File: src/rtl/tlul_pkg.sv
// Shared TL-UL definitions for the A-channel arbiter: widths, opcodes,
// payload layouts, arbiter state encoding and the 3-way modulo increment.
package tlul_pkg;

  localparam int unsigned N_MASTERS  = 3;
  localparam int unsigned TL_AW      = 32;
  localparam int unsigned TL_DW      = 32;
  localparam int unsigned TL_MW      = 4;
  localparam int unsigned TL_A_PAY_W = 77;
  localparam int unsigned TL_D_PAY_W = 43;
  localparam int unsigned CNT_W      = 4;   // holds 0..15 outstanding
  localparam int unsigned STAT_W     = 16;

  // A and D opcodes share encodings, so they live in separate enums.
  typedef enum logic [2:0] {
    A_PUT_FULL_DATA    = 3'd0,
    A_PUT_PARTIAL_DATA = 3'd1,
    A_GET              = 3'd4
  } tl_a_op_e;

  typedef enum logic [2:0] {
    D_ACCESS_ACK      = 3'd0,
    D_ACCESS_ACK_DATA = 3'd1
  } tl_d_op_e;

  typedef struct packed {
    tl_a_op_e           opcode;
    logic [2:0]         param;
    logic [2:0]         size;
    logic [TL_AW-1:0]   address;
    logic [TL_MW-1:0]   mask;
    logic [TL_DW-1:0]   data;
  } tl_a_pay_t;

  typedef struct packed {
    tl_d_op_e           opcode;
    logic [2:0]         param;
    logic [2:0]         size;
    logic               sink;
    logic [TL_DW-1:0]   data;
    logic               error;
  } tl_d_pay_t;

  typedef enum logic {
    ST_IDLE = 1'b0,
    ST_SEND = 1'b1
  } arb_state_e;

  // Next master index modulo 3; an out-of-range index folds back to 0.
  function automatic logic [1:0] rr_next(input logic [1:0] idx);
    return (idx >= 2'd2) ? 2'd0 : idx + 2'd1;
  endfunction

endpackage

File: src/rtl/tlul_rr_picker.sv
// 3-way round-robin picker: first eligible master starting at rr_ptr,
// wrapping modulo 3. Purely combinational.
module tlul_rr_picker
  import tlul_pkg::*;
(
  input  logic [1:0] rr_ptr,
  input  logic [2:0] eligible,
  output logic       any_elig,
  output logic [1:0] winner
);

  logic [3:0] elig_ext;

  assign elig_ext = {1'b0, eligible};

  // Probe rr_ptr, rr_ptr+1, rr_ptr+2 (mod 3); the first eligible one wins.
  always_comb begin
    logic [1:0] cand;
    any_elig = 1'b0;
    winner   = 2'd0;
    cand     = rr_ptr;
    for (int k = 0; k < 3; k++) begin
      if (!any_elig && elig_ext[cand]) begin
        any_elig = 1'b1;
        winner   = cand;
      end
      cand = rr_next(cand);
    end
  end

endmodule

File: src/rtl/tlul_a_arbiter.sv
// Three-master TL-UL A-channel arbiter with combinational D-channel return
// routing and per-master outstanding-request limiting.
// Optional: define TLUL_ARB_STATS_EN to add the grant_cnt output with one
// wrapping 16-bit grant counter per master.
//
// state   | meaning
// --------+-----------------------------------------------------------
// ST_IDLE | no request held; pick an eligible master, accept it
// ST_SEND | captured request presented on s_a until s_a_ready
module tlul_a_arbiter
  import tlul_pkg::*;
#(
  parameter int SRC_WIDTH = 2,
  parameter int MAX_OUT   = 4,
  parameter int A_PAY_W   = 77,
  parameter int D_PAY_W   = 43
) (
  input  logic                     clk_100,
  input  logic                     reset,
  input  logic [2:0]               m_a_valid,
  output logic [2:0]               m_a_ready,
  input  logic [3*SRC_WIDTH-1:0]   m_a_source,
  input  logic [3*A_PAY_W-1:0]     m_a_payload,
  output logic                     s_a_valid,
  input  logic                     s_a_ready,
  output logic [SRC_WIDTH+1:0]     s_a_source,
  output logic [A_PAY_W-1:0]       s_a_payload,
  input  logic                     s_d_valid,
  output logic                     s_d_ready,
  input  logic [SRC_WIDTH+1:0]     s_d_source,
  input  logic [D_PAY_W-1:0]       s_d_payload,
  output logic [2:0]               m_d_valid,
  input  logic [2:0]               m_d_ready,
  output logic [3*SRC_WIDTH-1:0]   m_d_source,
  output logic [3*D_PAY_W-1:0]     m_d_payload,
  output logic                     route_err
`ifdef TLUL_ARB_STATS_EN
  ,
  output logic [3*STAT_W-1:0]      grant_cnt
`endif
);

  localparam logic [CNT_W-1:0] MAX_OUT_C = CNT_W'(MAX_OUT);

  arb_state_e           state_q, state_d;
  logic [1:0]           rr_ptr_q;
  logic [1:0]           win_q;
  logic [SRC_WIDTH-1:0] src_q;
  logic [A_PAY_W-1:0]   pay_q;
  logic [CNT_W-1:0]     out_cnt_q [N_MASTERS];

  logic [2:0]           eligible;
  logic                 any_elig;
  logic [1:0]           pick;
  logic                 grant;
  logic                 a_hs;
  logic [SRC_WIDTH-1:0] src_sel;
  logic [A_PAY_W-1:0]   pay_sel;

  logic [1:0]           d_idx;
  logic                 d_legal;
  logic                 d_hs;
  logic [2:0]           inc_vec;
  logic [2:0]           dec_vec;
  logic                 underflow;
  logic                 route_err_d;

  // A master may compete only while it is below its outstanding cap.
  always_comb begin
    eligible = '0;
    for (int i = 0; i < 3; i++) begin
      eligible[i] = m_a_valid[i] && (out_cnt_q[i] < MAX_OUT_C);
    end
  end

  tlul_rr_picker u_picker (
    .rr_ptr   (rr_ptr_q),
    .eligible (eligible),
    .any_elig (any_elig),
    .winner   (pick)
  );

  // Select the winner's source and payload for capture.
  always_comb begin
    src_sel = '0;
    pay_sel = '0;
    for (int i = 0; i < 3; i++) begin
      if (pick == 2'(i)) begin
        src_sel = m_a_source[i*SRC_WIDTH +: SRC_WIDTH];
        pay_sel = m_a_payload[i*A_PAY_W +: A_PAY_W];
      end
    end
  end

  // Next state and A-channel handshake outputs; ready is masked in reset.
  always_comb begin
    state_d   = state_q;
    m_a_ready = '0;
    s_a_valid = 1'b0;
    grant     = 1'b0;
    a_hs      = 1'b0;
    case (state_q)
      ST_IDLE: begin
        if (any_elig && !reset) begin
          grant     = 1'b1;
          m_a_ready = 3'b001 << pick;
          state_d   = ST_SEND;
        end
      end
      ST_SEND: begin
        s_a_valid = 1'b1;
        if (s_a_ready) begin
          a_hs    = 1'b1;
          state_d = ST_IDLE;
        end
      end
      default: state_d = ST_IDLE;
    endcase
  end

  assign s_a_source  = {win_q, src_q};
  assign s_a_payload = pay_q;

  // State, hold register and round-robin pointer.
  always_ff @(posedge clk_100 or posedge reset) begin
    if (reset) begin
      state_q  <= ST_IDLE;
      rr_ptr_q <= 2'd0;
      win_q    <= 2'd0;
      src_q    <= '0;
      pay_q    <= '0;
    end else begin
      state_q <= state_d;
      if (grant) begin
        win_q <= pick;
        src_q <= src_sel;
        pay_q <= pay_sel;
      end
      if (a_hs) begin
        rr_ptr_q <= rr_next(win_q);
      end
    end
  end

  assign d_idx   = s_d_source[SRC_WIDTH+1:SRC_WIDTH];
  assign d_legal = (d_idx != 2'd3);

  // Route the D beat to its master; index 3 is sunk so the slave never stalls.
  always_comb begin
    m_d_valid = '0;
    s_d_ready = 1'b1;
    if (d_legal) begin
      for (int i = 0; i < 3; i++) begin
        if (d_idx == 2'(i)) begin
          m_d_valid[i] = s_d_valid;
          s_d_ready    = m_d_ready[i];
        end
      end
    end
  end

  assign d_hs        = s_d_valid && s_d_ready;
  assign m_d_source  = {3{s_d_source[SRC_WIDTH-1:0]}};
  assign m_d_payload = {3{s_d_payload}};

  // Counter events for this cycle and the error condition they imply.
  always_comb begin
    inc_vec   = '0;
    dec_vec   = '0;
    underflow = 1'b0;
    for (int i = 0; i < 3; i++) begin
      inc_vec[i] = a_hs && (win_q == 2'(i));
      dec_vec[i] = d_hs && d_legal && (d_idx == 2'(i));
      if (dec_vec[i] && !inc_vec[i] && (out_cnt_q[i] == '0)) begin
        underflow = 1'b1;
      end
    end
    route_err_d = underflow || (d_hs && !d_legal);
  end

  // Outstanding counters (simultaneous inc/dec cancel) and error pulse.
  always_ff @(posedge clk_100 or posedge reset) begin
    if (reset) begin
      for (int i = 0; i < 3; i++) begin
        out_cnt_q[i] <= '0;
      end
      route_err <= 1'b0;
    end else begin
      route_err <= route_err_d;
      for (int i = 0; i < 3; i++) begin
        if (inc_vec[i] && !dec_vec[i]) begin
          out_cnt_q[i] <= out_cnt_q[i] + 1'b1;
        end else if (dec_vec[i] && !inc_vec[i] && (out_cnt_q[i] != '0)) begin
          out_cnt_q[i] <= out_cnt_q[i] - 1'b1;
        end
      end
    end
  end

`ifdef TLUL_ARB_STATS_EN
  // Per-master grant statistics, wrapping naturally at 16 bits.
  always_ff @(posedge clk_100 or posedge reset) begin
    if (reset) begin
      grant_cnt <= '0;
    end else begin
      for (int i = 0; i < 3; i++) begin
        if (inc_vec[i]) begin
          grant_cnt[i*STAT_W +: STAT_W] <= grant_cnt[i*STAT_W +: STAT_W] + 16'd1;
        end
      end
    end
  end
`endif

endmodule

File: config.mk
export PLATFORM = sky130hd
export DESIGN_NAME = tlul_a_arbiter
export DESIGN_NICKNAME = d
export VERILOG_FILES = /design/src/rtl/tlul_pkg.sv /design/src/rtl/tlul_rr_picker.sv /design/src/rtl/tlul_a_arbiter.sv
export SDC_FILE = /design/constraint.sdc
export NUM_CORES = 1
export LEC_CHECK = 0
export CAP_MARGIN = 25
export CORE_AREA = 4 4 199 201
export CTS_CLUSTER_DIAMETER = 150
export DETAILED_ROUTE_END_ITERATION = 12
export DIE_AREA = 0 0 203 205
export MAX_ROUTING_LAYER = met4
export PLACE_DENSITY = 0.58
export SYNTH_ARGS = -nofsm -noshare
export SYNTH_HDL_FRONTEND = slang
export SYNTH_SLANG_ARGS = --single-unit
File: constraint.sdc
create_clock -name clk_100 -period 3.73 [get_ports clk_100]
set_clock_uncertainty 0.1 [all_clocks]
set_input_delay 0.746 -clock clk_100 [delete_from_list [all_inputs] [get_ports clk_100]]
set_output_delay 0.746 -clock clk_100 [all_outputs]
set_load 0.01 [all_outputs]
Yosys cells after proc, flatten, opt, wreduce, memory -nomap -nowiden
Index checks and enable logic that the tools add are counted.
{ "word_totals": {"reg_bits": 97, "latch_bits": 0, "ramBits": 0, "mem_bits_ro": 0, "inputBits": 294, "output_inout_bits": 225, "memories": 0} }
{ "op_classes": {"addsub": 9, "multipliers": 0, "div_mod_pow": 0, "order_cmp": 9, "eq_ne": 7, "n_shift": 1, "n_mux": 47, "bitwise_logic": 1, "n_reduce_logical": 50} }
{ "op_table": {"columns": ["operator", "count"], "rows": [
  ["$mux 77", 3],
  ["$logic_and 1x1->1", 27],
  ["$mux 4", 6],
  ["$mux 1", 22],
  ["$mux 2", 9],
  ["$add 4x1->4 const B", 3],
  ["$logic_not 4->1", 3],
  ["$lt 4x3->1 const B", 3],
  ["$reduce_bool 4->1", 3],
  ["$sub 4x1->4 const B", 3],
  ["$logic_not 1->1", 10],
  ["$lt 2x3->1 const B", 3],
  ["$mux 3", 3],
  ["$add 2x1->2 const B", 3],
  ["$bmux 1 s2", 3],
  ["$eq 2x1->1 const B", 3],
  ["$eq 2x2->1 const B", 3],
  ["$ge 2x2->1 const B", 3],
  ["$logic_not 2->1", 3],
  ["$reduce_bool 2->1", 3],
  ["$shl 1x2->3 const A", 1],
  ["$ne 2x2->1 const B", 1],
  ["$pmux 1 s2", 1],
  ["$logic_or 1x1->1", 1],
  ["$not 1->1", 1]
]} }

Logic depth before layout (Yosys ltp)
Gate-level depths: netlist of the first run.
{ "logic_depth": {"depth_word": 15, "depth_mapped": 10, "mapped_depth_nobuf": 9} }

Modules after synthesis
From an unflattened synthesis of the first run, not the netlist that was laid out.
{ "hier_totals": {"hier_cells": 703, "hier_area_um2": 6867.8} }
{ "modules_own_cells": {"columns": ["module", "instances", "cells_each", "area_per_inst_um2"], "rows": [
  ["tlul_a_arbiter", 1, 695, 6819.0],
  ["tlul_rr_picker", 1, 8, 48.8]
]} }

Least setup slack after synthesis of the first run
Ideal clock, no wire load.
{ "synth_timing": {"path_type": "input to output", "from": "in m_a_valid[2]", "to": "out m_a_ready[2]", "arrival_time_ps": 2024, "setup_slack_ps": 860, "stages": 5, "path_cell_list": "nor3b_2 -> a21boi_2 -> o21ai_2 -> buf_4 -> nor3_1"} }
{ "synth_between": {"elab_chain_len": 13, "word_cells_on_any_way": 21, "cone_classes": "1 x shift; 14 x mux; 6 x reduce/logical"} }
{ "synth_lines": {"columns": ["item", "line", "rtl"], "rows": [
  ["from (decl)", "tlul_a_arbiter.sv:20", "input logic [2:0] m_a_valid,"],
  ["$logic_and 1x1->1 (*)", "tlul_a_arbiter.sv:72", "eligible[i] = m_a_valid[i] && (out_cnt_q[i] < MAX_OUT_C);"],
  ["$bmux 1 s2", "tlul_rr_picker.sv:23", "if (!any_elig && elig_ext[cand]) begin"],
  ["$mux 1 (implied by the code)", "tlul_rr_picker.sv:23", null],
  ["$mux 1", "tlul_rr_picker.sv:23", null],
  ["$logic_not 1->1", "tlul_rr_picker.sv:23", null],
  ["$logic_and 1x1->1", "tlul_rr_picker.sv:23", null],
  ["$mux 1", "tlul_rr_picker.sv:23", null],
  ["$logic_not 1->1", "tlul_rr_picker.sv:23", null],
  ["$logic_and 1x1->1", "tlul_rr_picker.sv:23", null],
  ["$mux 2 / $mux 1 (equally long branches)", "tlul_rr_picker.sv:23", null],
  ["$shl 1x2->3 / $logic_and 1x1->1 (equally long branches)", "tlul_a_arbiter.sv:106, tlul_a_arbiter.sv:104", null],
  ["$mux 3 (*)", "tlul_a_arbiter.sv:104", "if (any_elig && !reset) begin"],
  ["$mux 3 (*)", "tlul_a_arbiter.sv:102", "case (state_q)"],
  ["to (decl)", "tlul_a_arbiter.sv:21", "output logic [2:0] m_a_ready,"]
]} }
Mark *: on every way between the ends. The rest lies on a longest branch, timed or not. The select of a mux whose other input is x is not followed.

Worst setup path in the final report of the first run
{ "layout_timing": {"from": "in m_a_valid[2]", "to": "out m_a_ready[0]"} }
Same word-level chain as after synthesis.

==> results of run 1 <==
[layout make-up]
class | instances | share of cell area (%)
repair buffers | 358 | 36.0
multi-input cells | 414 | 29.7
flip-flops and latches | 97 | 24.5
well taps | 511 | 6.45
clock buffers | 9 | 2.27
clock inverters | 7 | 0.770
inverters | 7 | 0.290
[power by group through the flow]
stage / Clock [mW] / Sequential (mW) / Combinational [mW]
2_1_floorplan: 0 / 2.09 / 1.88
3_3_place_gp: 0 / 1.97 / 3.66
3_5_place_dp: 0 / 1.99 / 3.70
4_1_cts: 1.06 / 1.97 / 3.70
5_1_grt: 1.09 / 2.05 / 3.98
6_report: 0.997 / 1.97 / 3.64
[synthesized netlist by cell type, types with 3 or more instances]
cell type,number
buf_4,143
dfrtp_1,97
o21ai_1,74
o21ai_0,57
a32oi_1,55
mux2i_1,55
clkbuf_1,33
nand2_1,33
a21oi_1,31
a221oi_1,22
xnor2_1,9
nor2_1,8
a21o_1,7
inv_1,7
buf_6,6
ha_1,6
buf_2,4
fa_1,3
mux2_2,3
nand3_1,3
nor2b_1,3
nor3b_1,3
xor2_1,3
[per-layer routing]
metal	GRT usage [%]	vias to the layer above
met2	20.4	357
met3	4.64	37
met4	4.56	0
met1	14.9	2958
li1	-	2844
met5	-	-
[state kept, by name, indices dropped and copies added (netlist names)]
register,flops
rr_ptr_q,2
src_q,2
s_a_payload,77
route_err,1
state_q,1
win_q,2
out_cnt_q,12
[how the worst min path moves through the flow]
stage                    start         endpoint  depth (start not counted)  slack [ns]
5_1_grt        s_a_payload[48]  s_a_payload[48]                          2        0.41
6_report       s_a_payload[48]  s_a_payload[48]                          2        0.38
2_1_floorplan     out_cnt_q[7]     out_cnt_q[7]                          1        0.38
4_1_cts        s_a_payload[48]  s_a_payload[48]                          2        0.39
3_3_place_gp   s_a_payload[49]  s_a_payload[49]                          2        0.37
3_5_place_dp   s_a_payload[48]  s_a_payload[48]                          2        0.37
[cells by family (layout without fill, tap and decap cells)]
kind of cell | after synthesis | count (layout)
mux | 58 | 58
xor+xnor | 12 | 12
fa+ha+maj | 9 | 9
compound gates | 264 | 264
simple gates | 71 | 71
flops | 97 | 97
buf+inv | 193 | 381
[per-stage QoR]
step / total power, mW / utilization, % / cells / worst slack (ns)
floorplan: 3.97 / - / 704 / 0.350
global placement: 5.63 / 25.6 / 1387 / 0.234
detailed placement: 5.69 / 25.6 / 1387 / 0.232
CTS: 6.74 / 26.4 / 1403 / 0.223
global route: 7.12 / 26.4 / 1403 / 0.139
finish: 6.61 / 26.4 / 1403 / 0.230
[worst max-delay path: stages]
cell and delay, ns:
clkdlybuf4s50_1 0.47, nor3b_4 0.19, buf_4 0.34, o21ai_0 0.12
o2111a_1 0.28, clkdlybuf4s50_1 0.49
==> metrics.yaml, run 1 <==
drt:
  wl_met2_mm: 13.0
  routedWlPerCell_um: 19.3
  antenna_left: 0
  wl_met3_mm: 2.51
  drt_wl_total_mm: 27.1
  vias: 6196
  drc: 0
  dr.pass1.iters: 5
  drt_iter0_markers: 275
  drt-met1-wl_mm: 11.1
  vias_per_cell: 4.42
  topRoutingLayerUsed: "met4"
global_routing:
  grt_max_degree: 82
  grt_antenna_before_repair: 0
  grt_pass1_vias: 6437
  grt_pass1_wl_mm: 39.7
  overflow: 0
  grt_usage_pct: 12.8
finish:
  drive_gt1_share_pct: 5.83
  area_growth_pct: 49.2
  nets: 1190
  fillers: 4040
  regArea_sq_mm: 0.00243
  fin_area_sq_mm: 0.00992
  antennaDiodeCount: 0
  mostFrequentLayoutCell: "clkdlybuf4s50_1"
  multi_input_area_sq_mm: 0.00295
  layout_common_cells: "clkdlybuf4s50_1 (338), dfrtp_1 (97), o21ai_1 (74), o21ai_0 (57)"
synth:
  synth-edff-count: 0
  async_flop_share_pct: 100
  synth_top_cell_area_share_pct: 36.5
  synthMuxAreaShare_pct: 8.79
  yosysUniqueCellTypes: 50
  ys_ff_latch: 97
  synth-simple-area-share_pct: 5.95
  synth_xor_area_share_pct: 1.58
  synth_compound_area_share_pct: 25.4
  netlist_instances: 704
  ys_warn_count: 0
  avgSynthCellArea_sq_um: 9.44
  synth_top_family_by_area: "compound AO/OA/AOI/OAI gates"
  ys_top_cells_by_area: "dfrtp_1 (37%), buf_4 (16%), mux2i_1 (8.3%)"
  synth_ff_type: "dfrtp_1"
  syn-num-nets: 1007
  synthAdderAreaFrac_pct: 2.03
  ys_seq_area_share_pct: 36.5
  synth_top_area_cell: "dfrtp_1"
  netlist_area_sq_mm: 0.00665
critical_path:
  ff2ff_path_depth: 9
  r2r-end: "out_cnt_q[11]"
  r2r_start: "state_q"
  critPathMaxFanout: 27
  criticalPathCategory: "input pin to output port"
  endpoint_kind: "output port"
  critical_path.startpoint: "m_a_valid[2]"
  arrival_ns: 2.65
  r2r_slack_ns: 1.15
  start_kind: "input pin"
  required_ns: 2.88
  crit_path_end: "m_a_ready[0]"
clock_tree:
  clockRootBuffer: "clkbuf_16"
  insertion_delay_ns: 0.37
  postCtsHoldBufs: 0
  ctsLongestPathBuffers: 2
  htreeDepth: 3
  cts_sinks: 97
  cts_setup_buffers: 0
  numCtsBuffers: 9
  path_clk_slew_ns: 0.07
  tritoncts: "done"
  cts_resized: 0
power:
  vdd_drop_max_v: 0.000360
  power.density_mw_per_mm2: 666
  leakage_nw: 3.99
  sequentialPowerShare_pct: 29.8
  p_int_mw: 3.92
  comb_power_share_pct: 55.1
  switchingPower_mw: 2.69
  p_clk_share_pct: 15.1
  sw_frac_of_total_pct: 40.7
placed_design:
  gp_congestion: 0.785
  dpl.hpwl_mm: 19.8
  dpl_cell_area_sq_mm: 0.00962
  io_buffers: 338
floorplanning:
  initial_core_util_pct: 17.7
  die_area_sq_mm: 0.0416
  ios: 519
  die_w_um: 203
  rows: 71
  core_area_sq_mm: 0.0376
  die_h_um: 205
timing:
  rsz0062_at_grt: "no"
  worst_pin_slew_ns: 1.07
  whs_ns: 0.383
  timing.slew.headroom_pct: 28.9
  tns_ns: 0
  max_freq_ghz: 0.286
  final-setup-viol-count: 0
  hold_violations: 0
  drv_slew: 0
  min_period_over_period_pct: 93.8
  final.min_clock_period_ns: 3.50
status:
  status: "complete, no violations"
hold_path:
  min_path_type: "register to register"
flow_run:
  cap_viol_max_count: 0
Power figures use the tool's default switching activity.
==> run 2: changes to the inputs <==
--- a/config.mk
+++ b/config.mk
@@ -10,6 +10,7 @@
 export CTS_CLUSTER_DIAMETER = 150
 export DETAILED_ROUTE_END_ITERATION = 12
 export DIE_AREA = 0 0 203 205
+export GPL_TIMING_DRIVEN = 0
 export MAX_ROUTING_LAYER = met4
 export PLACE_DENSITY = 0.58
 export SYNTH_ARGS = -nofsm -noshare
==> metrics.yaml, run 2 (synthesized netlist as in run 1, its figures left out) <==
timing:
  timing.slew.headroom_pct: 41.7  # was 28.9%
  rsz0062_at_grt: "no"  # unchanged
  worst_pin_slew_ns: 0.863  # was 1.07 ns
  final.min_clock_period_ns: 3.56  # was 3.50 ns
  drv_slew: 0  # unchanged
  max_freq_ghz: 0.281  # was 0.286 GHz
  min_period_over_period_pct: 95.4  # was 93.8%
  whs_ns: 0.394  # was 0.383 ns
  final-setup-viol-count: 0  # unchanged
  hold_violations: 0  # unchanged
power:
  power_mw: 7.09  # was 6.61 mW
  leakage_nw: 5.27  # was 3.99 nW
  vdd_drop_max_v: 0.000238  # was 0.000360 V
  power.density_mw_per_mm2: 569  # was 666 mW/mm^2
global_routing:
  grt_pass1_wl_mm: 48.3  # was 39.7 mm
  grt_antenna_before_repair: 6  # was 0
  overflow: 0  # unchanged
  grt_max_degree: 58  # was 82
  grt_pass1_vias: 7727  # was 6437
  grt_usage_pct: 15.7  # was 12.8%
drt:
  routedWlPerCell_um: 19.6  # was 19.3 um
  vias: 7255  # was 6196
  dr.pass1.iters: 4  # was 5
  drc: 0  # unchanged
  vias_per_cell: 4.23  # was 4.42
  antenna_left: 0  # unchanged
  drt_wl_total_mm: 33.6  # was 27.1 mm
  drt_iter0_markers: 355  # was 275
clock_tree:
  cts_sinks: 97  # unchanged
  numCtsBuffers: 9  # unchanged
  tritoncts: "done"  # unchanged
  ctsLongestPathBuffers: 2  # unchanged
  insertion_delay_ns: 0.37  # about the same
  postCtsHoldBufs: 0  # unchanged
  htreeDepth: 3  # unchanged
  clockRootBuffer: "clkbuf_16"  # unchanged
  path_clk_slew_ns: 0.08  # was 0.07 ns
placed_design:
  dpl.hpwl_mm: 27.2  # was 19.8 mm
  gp_congestion: 0.815  # was 0.785
  io_buffers: 472  # was 338
  dp.cells: 1690  # was 1387
  dpl_cell_area_sq_mm: 0.0121  # was 0.00962 sq mm
critical_path:
  criticalPathCategory: "input pin to output port"  # unchanged
  required_ns: 2.88  # about the same
  arrival_ns: 2.71  # was 2.65 ns
  critical_path.startpoint: "m_a_valid[0]"  # was m_a_valid[2]
  r2r_slack_ns: 1.10  # was 1.15 ns
  critPathMaxFanout: 10  # was 27
  r2r-end: "s_a_payload[27]"  # was out_cnt_q[11]
  endpoint_kind: "output port"  # unchanged
  r2r_start: "rr_ptr_q[0]"  # was state_q
  ff2ff_path_depth: 6  # was 9
  crit_path_end: "m_a_ready[1]"  # was m_a_ready[0]
  start_kind: "input pin"  # unchanged
floorplanning:
  initial_core_util_pct: 17.7  # unchanged
  die_h_um: 205  # unchanged
  rows: 71  # unchanged
  die_w_um: 203  # unchanged
  core_area_sq_mm: 0.0376  # unchanged
  ios: 519  # unchanged
  die_area_sq_mm: 0.0416  # unchanged
finish:
  nets: 1496  # was 1190
  area_growth_pct: 87.7  # was 49.2%
  fin_cells: 1715  # was 1403
  layout_common_cells: "clkdlybuf4s50_1 (469), buf_4 (148), dfrtp_1 (97), o21ai_1 (74), o21ai_0 (57)"  # was clkdlybuf4s50_1 (338), dfrtp_1 (97), o21ai_1 (74), o21ai_0 (57)
  final_core_util_pct: 33.2  # was 26.4%
  drive_gt1_share_pct: 16.2  # was 5.83%
  regArea_sq_mm: 0.00243  # unchanged
  multi_input_area_sq_mm: 0.00296  # was 0.00295 sq mm
  fin_area_sq_mm: 0.0125  # was 0.00992 sq mm
  mostFrequentLayoutCell: "clkdlybuf4s50_1"  # unchanged
  largest_register_ff_count: 77  # unchanged
  fillers: 3938  # was 4040
flow_run:
  cap_viol_max_count: 0  # unchanged
hold_path:
  min_path_type: "register to register"  # unchanged
status:
  status: "complete, no violations"  # unchanged
[run 2: metal layers]
layer,global-route usage (%),routed length [um]
met1,18.0,13500
met5,-,0
met2,26.6,17000
met3,5.52,2660
met4,3.25,412
[run 2: cell type report]
type | instances | share of cell area (%)
timing repair buffer | 479 | 38.5
multi-input combinational | 414 | 23.7
sequential | 97 | 19.5
buffer | 185 | 10.5
tap | 511 | 5.13
clock buffer | 10 | 1.92
clock inverter | 6 | 0.471
inverter | 7 | 0.251
antenna | 6 | 0.120
[run 2: per-stage QoR]
step	worst slack [ns]	setup TNS, ns
after floorplan	0.350	0
after global placement	-1.88	-185.08
after detailed placement	-0.724	-2.10
after CTS	0.0215	0
after global routing	0.0137	0
final	0.170	0
[run 2: worst min path at each step]
stage	end	slack [ns]	from	cells after the start
detailed placement	s_a_payload[18]	0.38	s_a_payload[18]	2
finish	s_a_payload[48]	0.39	s_a_payload[48]	2
CTS	s_a_payload[18]	0.40	s_a_payload[18]	2
floorplan	out_cnt_q[7]	0.38	out_cnt_q[7]	1
global route	s_a_payload[28]	0.41	s_a_payload[28]	2
global placement	s_a_payload[21]	0.37	s_a_payload[21]	2
[run 2: worst max-delay path: stages]
cell and delay, ns:
clkdlybuf4s50_1 0.49, or4b_4 0.50, nand3_1 0.10, buf_4 0.22
buf_6 0.21, nor2_1 0.09, dlygate4sd2_1 0.34
[run 2: repair_timing]
action                     in CTS  in global routing
pin swaps                       0                  1
buffers inserted                3                  1
setup endpoints to repair       3                  3
gates resized for setup        16                  3
[run 2: where the power goes]
group          switching [mW]  internal, mW  total (mW)
Sequential              0.391          1.56        1.95
Clock                   0.495         0.489       0.984
Combinational            2.05          2.11        4.16
==> run 3: changes to the inputs <==
--- a/config.mk
+++ b/config.mk
@@ -6,13 +6,13 @@
 export NUM_CORES = 1
 export LEC_CHECK = 0
 export CAP_MARGIN = 25
-export CORE_AREA = 4 4 199 201
+export CORE_AREA = 4 4 202 204
 export CTS_CLUSTER_DIAMETER = 150
 export DETAILED_ROUTE_END_ITERATION = 12
-export DIE_AREA = 0 0 203 205
+export DIE_AREA = 0 0 206 208
 export GPL_TIMING_DRIVEN = 0
 export MAX_ROUTING_LAYER = met4
-export PLACE_DENSITY = 0.58
+export PLACE_DENSITY = 0.57
 export SYNTH_ARGS = -nofsm -noshare
 export SYNTH_HDL_FRONTEND = slang
 export SYNTH_SLANG_ARGS = --single-unit
==> constraint.sdc (replaced) <==
create_clock -name clk_100 -period 4.16 [get_ports clk_100]
set_clock_uncertainty 0.1 [all_clocks]
set_input_delay 0.832 -clock clk_100 [delete_from_list [all_inputs] [get_ports clk_100]]
set_output_delay 0.832 -clock clk_100 [all_outputs]
set_load 0.01 [all_outputs]
==> metrics.yaml, run 3 (synthesized netlist as in run 1, its figures left out) <==
clock_tree:
  cts_sinks: 97  # unchanged
  numCtsBuffers: 9  # unchanged
  tritoncts: "done"  # unchanged
  htreeDepth: 3  # unchanged
  postCtsHoldBufs: 0  # unchanged
  insertion_delay_ns: 0.37  # about the same
  clockRootBuffer: "clkbuf_16"  # unchanged
  path_clk_slew_ns: 0.07  # was 0.08 ns
  ctsLongestPathBuffers: 2  # unchanged
critical_path:
  required_ns: 3.23  # was 2.88 ns
  criticalPathCategory: "input pin to output port"  # unchanged
  worst-path-buf-inv: 3  # was 4
  crit_top_cell: "clkdlybuf4s50_1"
  max_stage_delay_ns: 0.50  # about the same
  start_kind: "input pin"  # unchanged
  endpoint_kind: "output port"  # unchanged
  slowest_stage: "clkdlybuf4s50_1"  # was or4b_4
  crit_chain: "clkdlybuf4s50_1, or4b_4, nor2b_1, o21ai_4, buf_4, nor3_2, clkdlybuf4s50_1"  # was clkdlybuf4s50_1, or4b_4, nand3_1, buf_4, buf_6, nor2_1, dlygate4sd2_1
  arrival_ns: 3.10  # was 2.71 ns
  critPathMaxFanout: 10  # unchanged
  crit_family: "buffers and inverters"  # unchanged
finish:
  drive_gt1_share_pct: 16.1  # was 16.2%
  regArea_sq_mm: 0.00243  # unchanged
  fin_cells: 1722  # was 1715
  layout_common_cells: "clkdlybuf4s50_1 (471), buf_4 (147), dfrtp_1 (97), o21ai_1 (74), o21ai_0 (57)"  # was clkdlybuf4s50_1 (469), buf_4 (148), dfrtp_1 (97), o21ai_1 (74), o21ai_0 (57)
  mostFrequentLayoutCell: "clkdlybuf4s50_1"  # unchanged
  largest_register_ff_count: 77  # unchanged
  nets: 1494  # was 1496
  area_growth_pct: 88.0  # was 87.7%
  multi_input_area_sq_mm: 0.00298  # was 0.00296 sq mm
  fillers: 4107  # was 3938
drt:
  vias_per_cell: 4.22  # was 4.23
  drt_iter0_markers: 316  # was 355
  dr.pass1.iters: 5  # was 4
  drc: 0  # unchanged
  drt_wl_total_mm: 32.6  # was 33.6 mm
  antenna_left: 0  # unchanged
  routedWlPerCell_um: 18.9  # was 19.6 um
  vias: 7274  # was 7255
power:
  leakage_nw: 5.27  # about the same
  power.density_mw_per_mm2: 513  # was 569 mW/mm^2
  vdd_drop_max_v: 0.000207  # was 0.000238 V
global_routing:
  grt_pass1_wl_mm: 47.1  # was 48.3 mm
  grt_max_degree: 61  # was 58
  grt_antenna_before_repair: 0  # was 6
  overflow: 0  # unchanged
  grt_usage_pct: 14.8  # was 15.7%
  grt_pass1_vias: 7656  # was 7727
placed_design:
  dp.cells: 1704  # was 1690
  gp_congestion: 0.822  # was 0.815
  dpl.hpwl_mm: 26.8  # was 27.2 mm
  io_buffers: 472  # unchanged
timing:
  tns_ns: 0  # unchanged
  whs_ns: 0.386  # was 0.394 ns
  final-setup-viol-count: 0  # unchanged
  hold_violations: 0  # unchanged
  min_period_over_period_pct: 97.0
  rsz0062_at_grt: "no"  # unchanged
  final.min_clock_period_ns: 4.04
  max_freq_ghz: 0.248
  drv_slew: 0  # unchanged
  worst_pin_slew_ns: 0.987  # was 0.863 ns
  timing.slew.headroom_pct: 33.3  # was 41.7%
floorplanning:
  die_w_um: 206  # was 203 um
  ios: 519  # unchanged
  core_area_sq_mm: 0.0393  # was 0.0376 sq mm
  die_h_um: 208  # was 205 um
  initial_core_util_pct: 16.9  # was 17.7%
  rows: 73  # was 71
  die_area_sq_mm: 0.0428  # was 0.0416 sq mm
status:
  status: "complete, no violations"  # unchanged
flow_run:
  cap_viol_max_count: 0  # unchanged
hold_path:
  min_path_type: "register to register"  # unchanged
==> run 3: cell count changes in the layout (fill, tap and decap cells not counted), moves of 2 or more <==
cell,before,now
diode_2,6,1
buf_6,9,6
bufinv_16,0,2
clkbuf_8,2,0
clkdlybuf4s50_1,469,471
clkinv_4,2,0
dlygate4sd2_1,2,0
inv_8,3,1
==> run 3: layer usage <==
metal  track usage (%)  wire [um]  vias up
met5                 -          0        -
met4              3.97        578        0
met3              3.63       2510       29
met2              25.6      16400      320
met1              17.0      13100     3459
li1                  -          -     3466
==> run 3: report_power, final <==
group | total, mW | internal [mW] | switching [mW]
registers | 1.76 | 1.40 | 0.357
clock network | 0.964 | 0.536 | 0.429
logic | 3.69 | 1.89 | 1.81
total | 6.41 | 3.82 | 2.59
==> run 3: area by class of cell <==
cell class,instances,share of cell area [%]
Antenna cell,1,0.0200
Buffer,185,10.3
Clock buffer,9,1.80
Clock inverter,7,0.811
Inverter,7,0.230
Multi-Input combinational cell,414,23.8
Sequential cell,97,19.4
Tap cell,525,5.26
Timing Repair Buffer,477,38.3
==> run 3: through the flow <==
stage	utilization (%)	setup WS, ns	cell area, sq um	power (mW)
after floorplan	-	0.694	6650	3.56
after global placement	30.6	-1.41	12000	5.39
after detailed placement	30.8	-0.504	12100	5.47
after CTS	31.8	0.00647	12500	6.51
after global routing	31.8	0.0150	12500	6.92
final	31.8	0.124	12500	6.41
==> run 3: repair_timing <==
action / CTS / global route
gates resized for setup: 8 / 8
setup endpoints to repair: 3 / 3
setup buffers: 2 / 0
==> run 3: path summary, 6_finish.rpt <==
path | cells after the start | start | endpoint | slack (ns)
max | 7 | m_a_valid[0] | m_a_ready[2] | 0.12
min reg2reg | 2 | s_a_payload[44] | s_a_payload[44] | 0.39
min | 2 | s_a_payload[44] | s_a_payload[44] | 0.39
max reg2reg | 9 | state_q | out_cnt_q[11] | 1.41
max in group asynchronous | 3 | reset | s_a_payload[70] | 2.37
min in group asynchronous | 2 | reset | s_a_payload[17] | 0.84
==> run 3: worst min-delay path, delay by kind of cell, from the launching register on <==
| kind | cells | cell delay [ns] |
|---|---|---|
| simple gates | 1 | 0.05 |
| flops | 1 | 0.34 |
| compound gates | 1 | 0.06 |
